[src/rtl/memory_pkg.sv]
// rtl/memory_pkg.sv - shared types and byte-lane helpers for memory_be_init
package memory_pkg;

  typedef enum logic {
    INIT  = 1'b0,
    READY = 1'b1
  } init_state_e;

  // Widest word / lane count the lane-merge helper supports.
  localparam int MAX_DW = 256;
  localparam int MAX_NB = 256;

  // Number of byte lanes in a word.
  function automatic int num_bytes(input int datawidth, input int bytewidth);
    return datawidth / bytewidth;
  endfunction

  // Parameter sanity rule checked at elaboration by the top level.
  function automatic bit cfg_ok(input int datawidth, input int bytewidth,
                                input int addrwidth, input int memsize);
    return (bytewidth > 0) && (datawidth % bytewidth == 0) &&
           (datawidth <= MAX_DW) && (datawidth / bytewidth <= MAX_NB) &&
           (memsize >= 1) && (memsize <= (1 << addrwidth));
  endfunction

  // Lanes with be set take new_word, the rest keep old_word.
  function automatic logic [MAX_DW-1:0] lane_merge(input logic [MAX_DW-1:0] old_word,
                                                   input logic [MAX_DW-1:0] new_word,
                                                   input logic [MAX_NB-1:0] be,
                                                   input int bytewidth);
    logic [MAX_DW-1:0] mask;
    mask = '0;
    for (int i = 0; i < MAX_DW; i++) begin
      mask[i] = be[8'(i / bytewidth)];
    end
    return (old_word & ~mask) | (new_word & mask);
  endfunction

endpackage

[src/rtl/memory_init_ctrl.sv]
// rtl/memory_init_ctrl.sv - zero-fill sequencer: walks every address once after reset
module memory_init_ctrl
  import memory_pkg::*;
#(
  parameter int ADDRWIDTH = 4,
  parameter int MEMSIZE   = 16
) (
  input  logic                 clk_i,
  input  logic                 rst_i,
  output logic                 init_we_o,
  output logic [ADDRWIDTH-1:0] init_addr_o,
  output logic                 init_done_o
);

  localparam logic [ADDRWIDTH-1:0] LAST_ADDR = ADDRWIDTH'(MEMSIZE - 1);

  init_state_e          state_q, state_d;
  logic [ADDRWIDTH-1:0] cnt_q, cnt_d;

  // State and address counter registers.
  always_ff @(posedge clk_i or posedge rst_i) begin
    if (rst_i) begin
      state_q <= INIT;
      cnt_q   <= '0;
    end else begin
      state_q <= state_d;
      cnt_q   <= cnt_d;
    end
  end

  // One zero write per edge in INIT; leave INIT on the edge that clears the last word.
  always_comb begin
    state_d     = state_q;
    cnt_d       = cnt_q;
    init_we_o   = 1'b0;
    init_addr_o = cnt_q;
    init_done_o = 1'b0;
    case (state_q)
      INIT: begin
        init_we_o = 1'b1;
        cnt_d     = cnt_q + ADDRWIDTH'(1);
        if (cnt_q == LAST_ADDR) begin
          state_d = READY;
        end
      end
      READY: begin
        init_done_o = 1'b1;
      end
      default: begin
        state_d = INIT;
      end
    endcase
  end

endmodule

[src/rtl/memory_be_init.sv]
// rtl/memory_be_init.sv - dual-port byte-enable RAM with zero-fill init (optional MEMORY_BYPASS_EN)
module memory_be_init
  import memory_pkg::*;
#(
  parameter int DATAWIDTH = 32,
  parameter int BYTEWIDTH = 8,
  parameter int ADDRWIDTH = 4,
  parameter int MEMSIZE   = 16,
  localparam int NUMBYTES = num_bytes(DATAWIDTH, BYTEWIDTH)
) (
  input  logic                 CLK,
  input  logic                 RST,
  input  logic                 WREN,
  input  logic [NUMBYTES-1:0]  WRBE,
  input  logic [ADDRWIDTH-1:0] WRADDR,
  input  logic [DATAWIDTH-1:0] WRDATA,
  input  logic                 RDEN,
  input  logic [ADDRWIDTH-1:0] RDADDR,
  output logic [DATAWIDTH-1:0] RDDATA,
  output logic                 RDVALID,
  output logic                 INITDONE
);

  if (!cfg_ok(DATAWIDTH, BYTEWIDTH, ADDRWIDTH, MEMSIZE)) begin : g_cfg_err
    $error("memory_be_init: illegal DATAWIDTH/BYTEWIDTH/ADDRWIDTH/MEMSIZE");
  end

  localparam logic [ADDRWIDTH:0] MEM_LIMIT = (ADDRWIDTH + 1)'(MEMSIZE);

  logic                 init_we;
  logic [ADDRWIDTH-1:0] init_addr;
  logic                 init_done;

  memory_init_ctrl #(
    .ADDRWIDTH (ADDRWIDTH),
    .MEMSIZE   (MEMSIZE)
  ) u_init_ctrl (
    .clk_i       (CLK),
    .rst_i       (RST),
    .init_we_o   (init_we),
    .init_addr_o (init_addr),
    .init_done_o (init_done)
  );

  assign INITDONE = init_done;

  logic [DATAWIDTH-1:0] mem_q [MEMSIZE];

  logic                 wr_in_range, rd_in_range, user_we;
  logic [DATAWIDTH-1:0] wr_old, wr_merged, rd_word;
  logic                 arr_we;
  logic [ADDRWIDTH-1:0] arr_addr;
  logic [DATAWIDTH-1:0] arr_wdata;
  logic [DATAWIDTH-1:0] rddata_q, rddata_d;
  logic                 rdvalid_q, rdvalid_d;

  assign wr_in_range = {1'b0, WRADDR} < MEM_LIMIT;
  assign rd_in_range = {1'b0, RDADDR} < MEM_LIMIT;
  assign user_we     = init_done && WREN && wr_in_range;

  // Partial writes are a read-modify-write of the addressed word.
  assign wr_old    = mem_q[WRADDR];
  assign wr_merged = DATAWIDTH'(lane_merge(MAX_DW'(wr_old), MAX_DW'(WRDATA),
                                           MAX_NB'(WRBE), BYTEWIDTH));

`ifdef MEMORY_BYPASS_EN
  // Write-first: a same-address write is forwarded lane by lane into the read.
  assign rd_word = (user_we && (WRADDR == RDADDR)) ? wr_merged : mem_q[RDADDR];
`else
  // Read-first: the read always sees the word as it was before this edge.
  assign rd_word = mem_q[RDADDR];
`endif

  // Array write port: the init sequencer owns it until INITDONE.
  always_comb begin
    arr_we    = 1'b0;
    arr_addr  = WRADDR;
    arr_wdata = wr_merged;
    if (init_we) begin
      arr_we    = 1'b1;
      arr_addr  = init_addr;
      arr_wdata = '0;
    end else if (user_we) begin
      arr_we = 1'b1;
    end
  end

  // Storage array, deliberately not reset; the init sequencer clears it.
  always_ff @(posedge CLK) begin
    if (arr_we) begin
      mem_q[arr_addr] <= arr_wdata;
    end
  end

  // Read port next state: out-of-range reads still pulse valid but return zero.
  always_comb begin
    rdvalid_d = 1'b0;
    rddata_d  = rddata_q;
    if (init_done && RDEN) begin
      rdvalid_d = 1'b1;
      rddata_d  = rd_in_range ? rd_word : '0;
    end
  end

  // Registered read data and valid pulse.
  always_ff @(posedge CLK or posedge RST) begin
    if (RST) begin
      rddata_q  <= '0;
      rdvalid_q <= 1'b0;
    end else begin
      rddata_q  <= rddata_d;
      rdvalid_q <= rdvalid_d;
    end
  end

  assign RDDATA  = rddata_q;
  assign RDVALID = rdvalid_q;

endmodule
[config.mk]
export PLATFORM = sky130hd
export DESIGN_NAME = memory_be_init
export DESIGN_NICKNAME = d
export VERILOG_FILES = /design/src/rtl/memory_pkg.sv /design/src/rtl/memory_init_ctrl.sv /design/src/rtl/memory_be_init.sv
export SDC_FILE = /design/constraint.sdc
export NUM_CORES = 1
export LEC_CHECK = 0
export ABC_AREA = 1
export CAP_MARGIN = 20
export CORE_MARGIN = 4
export CORE_UTILIZATION = 56
export DETAILED_ROUTE_END_ITERATION = 12
export HOLD_SLACK_MARGIN = 0.05
export PLACE_DENSITY = 0.74
export SKIP_LAST_GASP = 1
export SLEW_MARGIN = 40
export SYNTH_ARGS = -nofsm -noshare
export SYNTH_HDL_FRONTEND = slang
export SYNTH_SLANG_ARGS = --single-unit
[constraint.sdc]
create_clock -name CLK -period 7.2 [get_ports CLK]
set_input_delay 0.72 -clock CLK [delete_from_list [all_inputs] [get_ports CLK]]
set_output_delay 0.72 -clock CLK [all_outputs]
set_load 0.05 [all_outputs]
==> results of run 1 <==
where the power goes:
part           leakage, nW  internal [mW]  total (mW)  switching [mW]
registers             5.09           3.61        3.64          0.0287
logic                 6.37          0.239       0.888           0.649
clock network        0.918           1.75        2.98            1.23
worst paths after layout:
| kind | end | depth (start not counted) | from | slack, ns |
|---|---|---|---|---|
| max in group asynchronous | RDDATA[12]$_DFFE_PP0P_ | 3 | RST | 6.13 |
| worst max-delay path | mem_q[2][2]$_DFFE_PP_ | 8 | WRADDR[3] | 3.80 |
| worst max register to register | mem_q[2][2]$_DFFE_PP_ | 6 | u_init_ctrl.state_q$_DFF_PP0_ | 3.82 |
| worst min-delay path | RDDATA[23]$_DFFE_PP0P_ | 2 | RDDATA[23]$_DFFE_PP0P_ | 0.47 |
| worst min register to register | RDDATA[23]$_DFFE_PP0P_ | 2 | RDDATA[23]$_DFFE_PP0P_ | 0.47 |
| min in group asynchronous | RDDATA[24]$_DFFE_PP0P_ | 3 | RST | 0.60 |
placed cells by master (no fill, tap or decap), types with 16 or more instances in the layout:
| cell type | n |
|---|---|
| nand2_1 | 1448 |
| nor2_1 | 68 |
| nor2_4 | 16 |
| buf_4 | 26 |
| nand3_1 | 805 |
| clkbuf_16 | 57 |
| dfrtp_1 | 38 |
| clkdlybuf4s50_1 | 73 |
| inv_1 | 42 |
| edfxtp_1 | 512 |
through the flow:
step	cells	util (%)	hold slack, ns	setup WS, ns
2_1_floorplan	3176	-	0.470	3.98
3_3_place_gp	3731	57.8	0.461	3.03
3_5_place_dp	3744	58.4	0.465	3.26
4_1_cts	3848	62.2	0.482	3.84
5_1_grt	3851	62.4	0.496	3.71
6_report	3851	62.4	0.475	3.80
registers in the layout (all words and copies together), names as in the netlist:
| name | flops |
|---|---|
| RDVALID | 1 |
| u_init_ctrl.state_q | 1 |
| RDDATA | 32 |
| u_init_ctrl.init_addr_o | 4 |
| mem_q | 512 |
final cells by class:
| cell class | instances | share of cell area (%) |
|---|---|---|
| clock inverter | 27 | 1.02 |
| inverter | 53 | 0.718 |
| multi-input combinational | 2349 | 32.6 |
| clock buffer | 77 | 5.06 |
| timing repair buffer | 131 | 4.69 |
| sequential | 550 | 53.3 |
| tap | 664 | 2.71 |
metal layers:
layer,vias up,track usage [%]
met2,1770,49.1
met5,-,0
met3,314,5.88
met1,11111,39.7
li1,10605,-
met4,0,15.3
kinds of logic (layout without fill, tap and decap cells):
family | Yosys count | after routing | share of synthesized area [%]
compound gates | 7 | 7 | 0.139
xor+xnor | 2 | 2 | 0.0628
fa+ha+maj | 1 | 1 | 0.0448
buf+inv | 277 | 288 | 6.21
flops | 550 | 550 | 58.5
simple gates | 2339 | 2339 | 35.1
worst register-to-register path, cell delays in order, from the launching register on:
cell and delay [ns]:
dfrtp_1 0.57, inv_4 0.50, nand2_1 0.19, o21ai_1 0.19, nand2_1 0.28, nor2_4 0.72
buf_4 0.56
==> results.sh, run 1 <==
export IMPL_post_cts_buffers=0
export IMPL_portBuffers=81
export IMPL_critPathTopFamily="buffers and inverters"
export IMPL_irDropWorstVdd_v=0.000223
export IMPL_crit_path_end_kind="flip-flop"
export IMPL_ys_warn_count=0
export IMPL_syn_area_um2=27900
export IMPL_yosysSeqAreaShare_pct=58.5
export IMPL_setup_viol=0
export IMPL_period_minus_slack_ns=3.40
export IMPL_synthArstFlopShare_pct=6.91
export IMPL_cts_resized=0
export IMPL_required_ns=7.45
export IMPL_hold_buffers=0
export IMPL_fin_skew_ns=0.0122
export IMPL_synthTopCellsByArea="edfxtp_1 (55%), nand2_1 (19%), nand3_1 (14%), dfrtp_1 (3.4%), buf_6 (2.5%)"
export IMPL_clock_sinks=550
export IMPL_ioPinCount=82
export IMPL_fmax_mhz=294
export IMPL_synth_cells=3176
export IMPL_final_nets=3190
export IMPL_crit_path_start_kind="input port"
export IMPL_fp_dieW_um=231
export IMPL_rows=81
export IMPL_crit_arrival_ns=3.65
export IMPL_p_leak_nw=12.4
export IMPL_critPathKind="input port to flip-flop"
export IMPL_routed_wl_um=83300
export IMPL_worst_pin_slew_ns=0.887
export IMPL_rsz0062_at_grt="no"
export IMPL_hold_viol=0
export IMPL_yosysTopAreaCell="edfxtp_1"
export IMPL_synth_area_per_cell_um2=8.79
export IMPL_cp_max_fo=33
export IMPL_clk_latency_ns=0.62
export IMPL_yosysUniqueCellTypes=23
export IMPL_drive_above_1_share_pct=5.30
export IMPL_firstDrtPassIters=7
export IMPL_hpwlAfterDp_um=43900
export IMPL_run_status="completed"
export IMPL_antennaDiodeCount=0
export IMPL_htreeDepth=2
export IMPL_routedWlPerCell_um=21.6
export IMPL_multi_input_area_um2=9980
export IMPL_cp_slowest_cell="nor2_4"
export IMPL_drt_iter0_markers=2959
export IMPL_cts_clk_slew_worst_paths_ns=0.06
export IMPL_finalSetupTns_ns=0
export IMPL_coreArea_um2=49200
export IMPL_synth_edff_count=512
export IMPL_gp_congestion=0.865
export IMPL_cts_root_buf="clkbuf_16"
export IMPL_grt_max_degree=106
export IMPL_period_share_pct=47.2
export IMPL_area_delta_synth_final_pct=9.82
export IMPL_final_seq_area_um2=16300
export IMPL_wl_met3_um=10100
export IMPL_die_height_um=231
export IMPL_synthMostInstantiatedCell="nand2_1"
export IMPL_synth_nets=3225
export IMPL_critPathMaxStageDelay_ns=0.75
export IMPL_drc=0
export IMPL_dieArea_um2=53500
export IMPL_maxCapViolations=0
export IMPL_cpMostUsedCell="buf_4"
export IMPL_relSlewSlack_pct=40.9
export IMPL_grt_ovfl_total=0
export IMPL_antenna_found_initial=0
export IMPL_dpl_cell_area_um2=28700
export IMPL_top_layer="met4"
export IMPL_crit_buf_inv=5
export IMPL_fill_cells=3928
export IMPL_cts_inserted_buffers=56
export IMPL_viasPerCell=6.18
export IMPL_final_cell_area_um2=30700
export IMPL_met1_length_um=30400
export IMPL_powerDensity_nw_per_um2=245
export IMPL_power_mw=7.51
export IMPL_hold_path_class="flip-flop to flip-flop"
export IMPL_wl_met2_um=38800
export IMPL_detail_route_antenna_nets=0
export IMPL_vias=23800
export IMPL_cts_tree="built"
export IMPL_slew_viol_final=0
export IMPL_grt_total_usage_pct=30.4
export IMPL_ys_flop_type="edfxtp_1"
export IMPL_grt_pass1_vias=23126
export IMPL_synth_top_area_share_pct=55.1
export IMPL_cts_buffer_depth=3
export IMPL_start_util_pct=56.8
export IMPL_crit_path_cell_trace="buf_4 > clkinv_1 > buf_4 > a21oi_1 > inv_1 > nand3_1 > nor2_4 > buf_4"
export IMPL_ys_seq_elements=550
export IMPL_synth_common_cells="nand2_1 (1449), nand3_1 (805), edfxtp_1 (512)"
export IMPL_grt_first_pass_wirelength_um=127000
Note: power is estimated with default switching activity, not from simulation.
==> inputs of run 2 (changes only) <==
==> constraint.sdc (replaced) <==
create_clock -name CLK -period 3.3 [get_ports CLK]
set_input_delay 0.33 -clock CLK [delete_from_list [all_inputs] [get_ports CLK]]
set_output_delay 0.33 -clock CLK [all_outputs]
set_load 0.05 [all_outputs]
==> run 2 against run 1 <==
Compared with the run above: wire length is 5.1% higher; cell count is 0.57% higher; utilization is 0.44 points higher; critical endpoint is now INITDONE.
==> results.sh, run 2 (synthesis results as in run 1) <==
export IMPL_coreArea_um2=49200
export IMPL_crit_cells=1
export IMPL_final_seq_area_um2=16300
export IMPL_cp_slowest_cell="clkdlybuf4s50_1"
export IMPL_cp_max_fo=12
export IMPL_finalSetupTns_ns=0
export IMPL_crit_path_start_kind="flip-flop"
export IMPL_cts_tree="built"
export IMPL_drc=0
export IMPL_fmax_mhz=404
export IMPL_antenna_found_initial=0
export IMPL_grt_first_pass_wirelength_um=133000
export IMPL_slew_viol_final=0
export IMPL_crit_path_cell_trace="clkdlybuf4s50_1"
export IMPL_layout_setup_ws_ns=0.828
export IMPL_hold_path_class="input port to async pin"
export IMPL_area_delta_synth_final_pct=10.6
export IMPL_p_leak_nw=12.5
export IMPL_grt_max_degree=135
export IMPL_crit_buf_inv=1
export IMPL_period_share_pct=74.9
export IMPL_grt_pass1_vias=24002
export IMPL_ioPinCount=82
export IMPL_rsz0062_at_grt="no"
export IMPL_rows=81
export IMPL_gp_congestion=0.869
export IMPL_cts_resized=0
export IMPL_preCtsSetupSlack_ns=0.809
export IMPL_fp_dieW_um=231
export IMPL_r2r_start="u_init_ctrl.state_q$_DFF_PP0_"
export IMPL_start_util_pct=56.8
export IMPL_htreeDepth=2
export IMPL_powerDensity_nw_per_um2=536
export IMPL_relSlewSlack_pct=43.1
export IMPL_multi_input_area_um2=9980
export IMPL_maxCapViolations=0
export IMPL_clk_latency_ns=0.61
export IMPL_firstDrtPassIters=8
export IMPL_antennaDiodeCount=0
export IMPL_fill_cells=3875
export IMPL_cts_buffer_depth=3
export IMPL_hpwlAfterDp_um=45900
export IMPL_clock_sinks=550
export IMPL_run_status="completed"
export IMPL_cts_clk_slew_worst_paths_ns=0.06
export IMPL_drt_iter0_markers=3429
export IMPL_top_register="mem_q"
export IMPL_routed_wl_um=87500
export IMPL_critPathTopFamily="buffers and inverters"
export IMPL_detail_route_antenna_nets=0
export IMPL_grt_ovfl_total=0
export IMPL_routedWlPerCell_um=22.6
export IMPL_crit_arrival_ns=2.14
export IMPL_cts_root_buf="clkbuf_16"
export IMPL_portBuffers=81
export IMPL_final_cell_mix="nand2_1 (1448), nand3_1 (805), edfxtp_1 (512)"
export IMPL_hold_buffers=0
export IMPL_final_common_cell="nand2_1"
export IMPL_dieArea_um2=53500
export IMPL_drive_above_1_share_pct=5.98
export IMPL_power_mw=16.6
export IMPL_period_minus_slack_ns=2.47
export IMPL_fin_skew_ns=0.00897
export IMPL_final_nets=3210
export IMPL_irDropWorstVdd_v=0.000506
export IMPL_required_ns=2.97
export IMPL_grt_total_usage_pct=31.9
export IMPL_vias=24238
export IMPL_hold_ws_ns=0.244
export IMPL_cts_inserted_buffers=57
export IMPL_dpl_cell_area_um2=29000
export IMPL_post_cts_buffers=0
export IMPL_worst_pin_slew_ns=0.854
export IMPL_critPathMaxStageDelay_ns=0.95
export IMPL_hold_viol=0
export IMPL_viasPerCell=6.26
export IMPL_final_cell_area_um2=30900
export IMPL_setup_viol=0
export IMPL_ff2ff_path_depth=5
export IMPL_crit_path_end_kind="output port"
export IMPL_crit_start="u_init_ctrl.state_q$_DFF_PP0_"
export IMPL_largest_reg_flops=512
export IMPL_die_height_um=231
export IMPL_critPathKind="flip-flop to output port"
## run 2: cell count changes in the layout (fill, tap and decap cells not counted), sizes merged
cell and delta:
clkbuf -3, inv +1, clkinv +4, buf +20
## run 2: final cells by class
type	instances	area share (%)
Inverter	53	0.697
Tap cell	664	2.69
Multi-Input combinational cell	2349	32.3
Sequential cell	550	52.9
Clock buffer	75	5.14
Timing Repair Buffer	150	5.18
Clock inverter	32	1.08
## run 2: path summary, 6_finish.rpt
kind / slack (ns) / to
worst max-delay path: 0.83 / INITDONE
worst min-delay path: 0.24 / RDDATA[24]$_DFFE_PP0P_
worst max register to register: 0.85 / mem_q[1][16]$_DFFE_PP_
worst min register to register: 0.47 / RDDATA[8]$_DFFE_PP0P_
max in group asynchronous: 2.54 / RDDATA[8]$_DFFE_PP0P_
min in group CLK: 0.47 / RDDATA[8]$_DFFE_PP0P_
## run 2: worst min-delay path, cell delays in order
cell and delay (ns):
clkdlybuf4s50_1 0.41, inv_2 0.05, buf_4 0.58
## run 2: power breakdown
group | internal, mW | total [mW] | leakage (nW) | switching [mW]
Sequential | 7.87 | 7.94 | 5.09 | 0.0687
Combinational | 0.546 | 2.00 | 6.48 | 1.46
Clock | 3.91 | 6.62 | 0.946 | 2.70
## run 2: metal layers
| layer | vias to the layer above | wire length [µm] | share of wire, % | GRT usage, % |
|---|---|---|---|---|
| met2 | 1864 | 41200 | 47 | 52.5 |
| met5 | - | 0 | 0 | 0 |
| li1 | 10644 | - | - | - |
| met1 | 11320 | 30600 | 35 | 40.6 |
| met3 | 410 | 11100 | 13 | 5.89 |
| met4 | 0 | 4710 | 5.4 | 16.5 |
## run 2: through the flow
| stage | util (%) | std cells |
|---|---|---|
| 6_report | 62.8 | 3873 |
| 3_3_place_gp | 58.9 | 3766 |
| 3_5_place_dp | 58.9 | 3766 |
| 5_1_grt | 62.8 | 3873 |
| 4_1_cts | 62.8 | 3873 |
| 2_1_floorplan | - | 3176 |
==> inputs of run 3 (changes only) <==
--- a/config.mk
+++ b/config.mk
@@ -11,7 +11,7 @@
 export CORE_UTILIZATION = 56
 export DETAILED_ROUTE_END_ITERATION = 12
 export HOLD_SLACK_MARGIN = 0.05
-export PLACE_DENSITY = 0.74
+export PLACE_DENSITY = 0.76
 export SKIP_LAST_GASP = 1
 export SLEW_MARGIN = 40
 export SYNTH_ARGS = -nofsm -noshare
==> constraint.sdc (replaced) <==
create_clock -name CLK -period 2.2 [get_ports CLK]
set_input_delay 0.22 -clock CLK [delete_from_list [all_inputs] [get_ports CLK]]
set_output_delay 0.22 -clock CLK [all_outputs]
set_load 0.05 [all_outputs]
==> run 3 against run 2 <==
Compared with the run above: flip-flop and latch count is the same; critical endpoint is now mem_q[7][22]$_DFFE_PP_; via count grew 0.10%; register-to-register slack lost 0.70 ns; clock power grew 56%; total power grew 53%; worst setup slack lost 0.68 ns; clock skew grew 0.024 ns.
==> results.sh, run 3 (synthesis results as in run 1) <==
export IMPL_post_cts_buffers=0
export IMPL_drive_above_1_share_pct=7.80
export IMPL_fin_skew_ns=0.0328
export IMPL_routed_wl_um=85800
export IMPL_hold_path_class="input port to flip-flop"
export IMPL_worst_pin_slew_ns=0.783
export IMPL_worstHoldStart="RDADDR[3]"
export IMPL_largest_reg_flops=512
export IMPL_grt_first_pass_wirelength_um=132000
export IMPL_drc=0
export IMPL_die_height_um=231
export IMPL_run_status="completed"
export IMPL_r2r_start="u_init_ctrl.state_q$_DFF_PP0_"
export IMPL_cp_max_fo=12
export IMPL_cts_inserted_buffers=57
export IMPL_pwr_share_seq_pct=46.8
export IMPL_hold_end="RDDATA[18]$_DFFE_PP0P_"
export IMPL_viasPerCell=6.19
export IMPL_grt_ovfl_total=0
export IMPL_internal_power_mw=19.0
export IMPL_power_mw=25.4
export IMPL_cts_tree="built"
export IMPL_grt_max_degree=90
export IMPL_irDropWorstVdd_v=0.000711
export IMPL_final_cell_mix="nand2_1 (1448), nand3_1 (801), edfxtp_1 (512)"
export IMPL_drt_iter0_markers=3527
export IMPL_p_clk_share_pct=40.6
export IMPL_coreArea_um2=49200
export IMPL_swShare_pct=25.4
export IMPL_rsz0062_at_grt="no"
export IMPL_crit_path_end_kind="flip-flop"
export IMPL_final_nets=3260
export IMPL_critPathKind="flip-flop to flip-flop"
export IMPL_power_frac_comb_pct=12.5
export IMPL_period_share_pct=93.4
export IMPL_area_delta_synth_final_pct=14.1
export IMPL_crit_arrival_ns=2.35
export IMPL_start_util_pct=56.8
export IMPL_clock_sinks=550
export IMPL_grt_pass1_vias=23883
export IMPL_clk_latency_ns=0.64
export IMPL_cts_root_buf="clkbuf_16"
export IMPL_antenna_found_initial=0
export IMPL_rows=81
export IMPL_rrSetupSlack_ns=0.15
export IMPL_finalSetupTns_ns=0
export IMPL_routedWlPerCell_um=21.9
export IMPL_gp_congestion=0.909
export IMPL_crit_start="u_init_ctrl.state_q$_DFF_PP0_"
export IMPL_switching_power_mw=6.45
export IMPL_fp_dieW_um=231
export IMPL_p_leak_nw=13.0
export IMPL_powerDensity_nw_per_um2=798
export IMPL_period_minus_slack_ns=2.05
export IMPL_worstHoldPathCells=6
export IMPL_required_ns=2.50
export IMPL_ioPinCount=82
export IMPL_final_common_cell="nand2_1"
export IMPL_cts_clk_slew_worst_paths_ns=0.06
export IMPL_top_register="mem_q"
export IMPL_vias=24263
export IMPL_rr_endpoint="mem_q[7][22]$_DFFE_PP_"
export IMPL_firstDrtPassIters=7
export IMPL_cts_buffer_depth=3
export IMPL_fmax_mhz=487
export IMPL_slew_viol_final=0
export IMPL_detail_route_antenna_nets=0
export IMPL_relSlewSlack_pct=47.8
export IMPL_cts_resized=0
export IMPL_antennaDiodeCount=0
export IMPL_dieArea_um2=53500
export IMPL_crit_path_start_kind="flip-flop"
export IMPL_hold_viol=0
export IMPL_portBuffers=81
export IMPL_grt_total_usage_pct=31.6
export IMPL_setup_viol=0
export IMPL_hpwlAfterDp_um=49600
export IMPL_maxCapViolations=0
export IMPL_ff2ff_path_depth=5
export IMPL_htreeDepth=2
## run 3: cell count changes in the layout (fill, tap and decap cells not counted), moves of 2 or more
cell / before / now
a21oi_1: 3 / 1
a21oi_2: 1 / 3
buf_12: 23 / 63
buf_4: 47 / 58
bufinv_16: 7 / 9
clkbuf_1: 11 / 9
clkbuf_8: 6 / 8
clkinv_1: 11 / 6
inv_6: 3 / 5
nand3_1: 805 / 801
nand3_2: 0 / 4
## run 3: layout make-up
class	count	area (µm²)
Timing Repair Buffer	200	2470
Multi-Input combinational cell	2349	10000
Clock buffer	75	1610
Clock inverter	31	395
Tap cell	664	831
Inverter	53	214
Sequential cell	550	16300
Fill cell	3727	17300
## run 3: timing repair
item	in CTS	in global routing
setup endpoints to repair	0	0
endpoints found under the hold margin	15	0
hold buffers	1	0
## run 3: worst max-delay path by stage
| stage | cells past startpoint | slack, ns | end |
|---|---|---|---|
| floorplan | 5 | -0.02 | mem_q[14][0]$_DFFE_PP_ |
| global placement | 6 | 0.07 | mem_q[1][20]$_DFFE_PP_ |
| detailed placement | 6 | 0.04 | mem_q[6][20]$_DFFE_PP_ |
| CTS | 1 | 0.14 | RDDATA[19] |
| global route | 5 | 0.01 | mem_q[7][29]$_DFFE_PP_ |
| finish | 5 | 0.15 | mem_q[7][22]$_DFFE_PP_ |
## run 3: power by group through the flow
| stage | combinational, mW | sequential [mW] | clock [mW] |
|---|---|---|---|
| after floorplan | 1.77 | 12.4 | 0 |
| after global placement | 3.04 | 12.1 | 0 |
| after detailed placement | 3.11 | 12.1 | 0 |
| after CTS | 3.13 | 11.9 | 10.4 |
| after global routing | 3.42 | 11.9 | 10.8 |
| final | 3.19 | 11.9 | 10.3 |
## run 3: worst max-delay path, cell delays in order (launching register included)
cell     delay, ns
dfrtp_2       0.58
inv_2         0.13
o21ai_1       0.22
nand2_1       0.28
nor2_4        0.21
buf_4         0.30
## run 3: per-layer routing
layer / global-route usage [%] / wire length [µm] / up-vias
met5: 0 / 0 / -
met4: 16.0 / 4410 / 0
met3: 4.67 / 10100 / 373
met2: 52.7 / 40600 / 1859
met1: 40.5 / 30600 / 11284
li1: - / - / 10747
## run 3: metrics by stage
step	std cells	hold WS [ns]	util, %	instance area (µm²)	setup WS [ns]
global route	3922	0.224	64.8	31900	0.0150
CTS	3922	0.158	64.8	31900	0.144
floorplan	3176	0.412	-	28100	-0.0200
finish	3922	0.201	64.8	31900	0.145
detailed placement	3815	0.465	60.7	29800	0.0370
global placement	3815	0.463	60.7	29800	0.0743
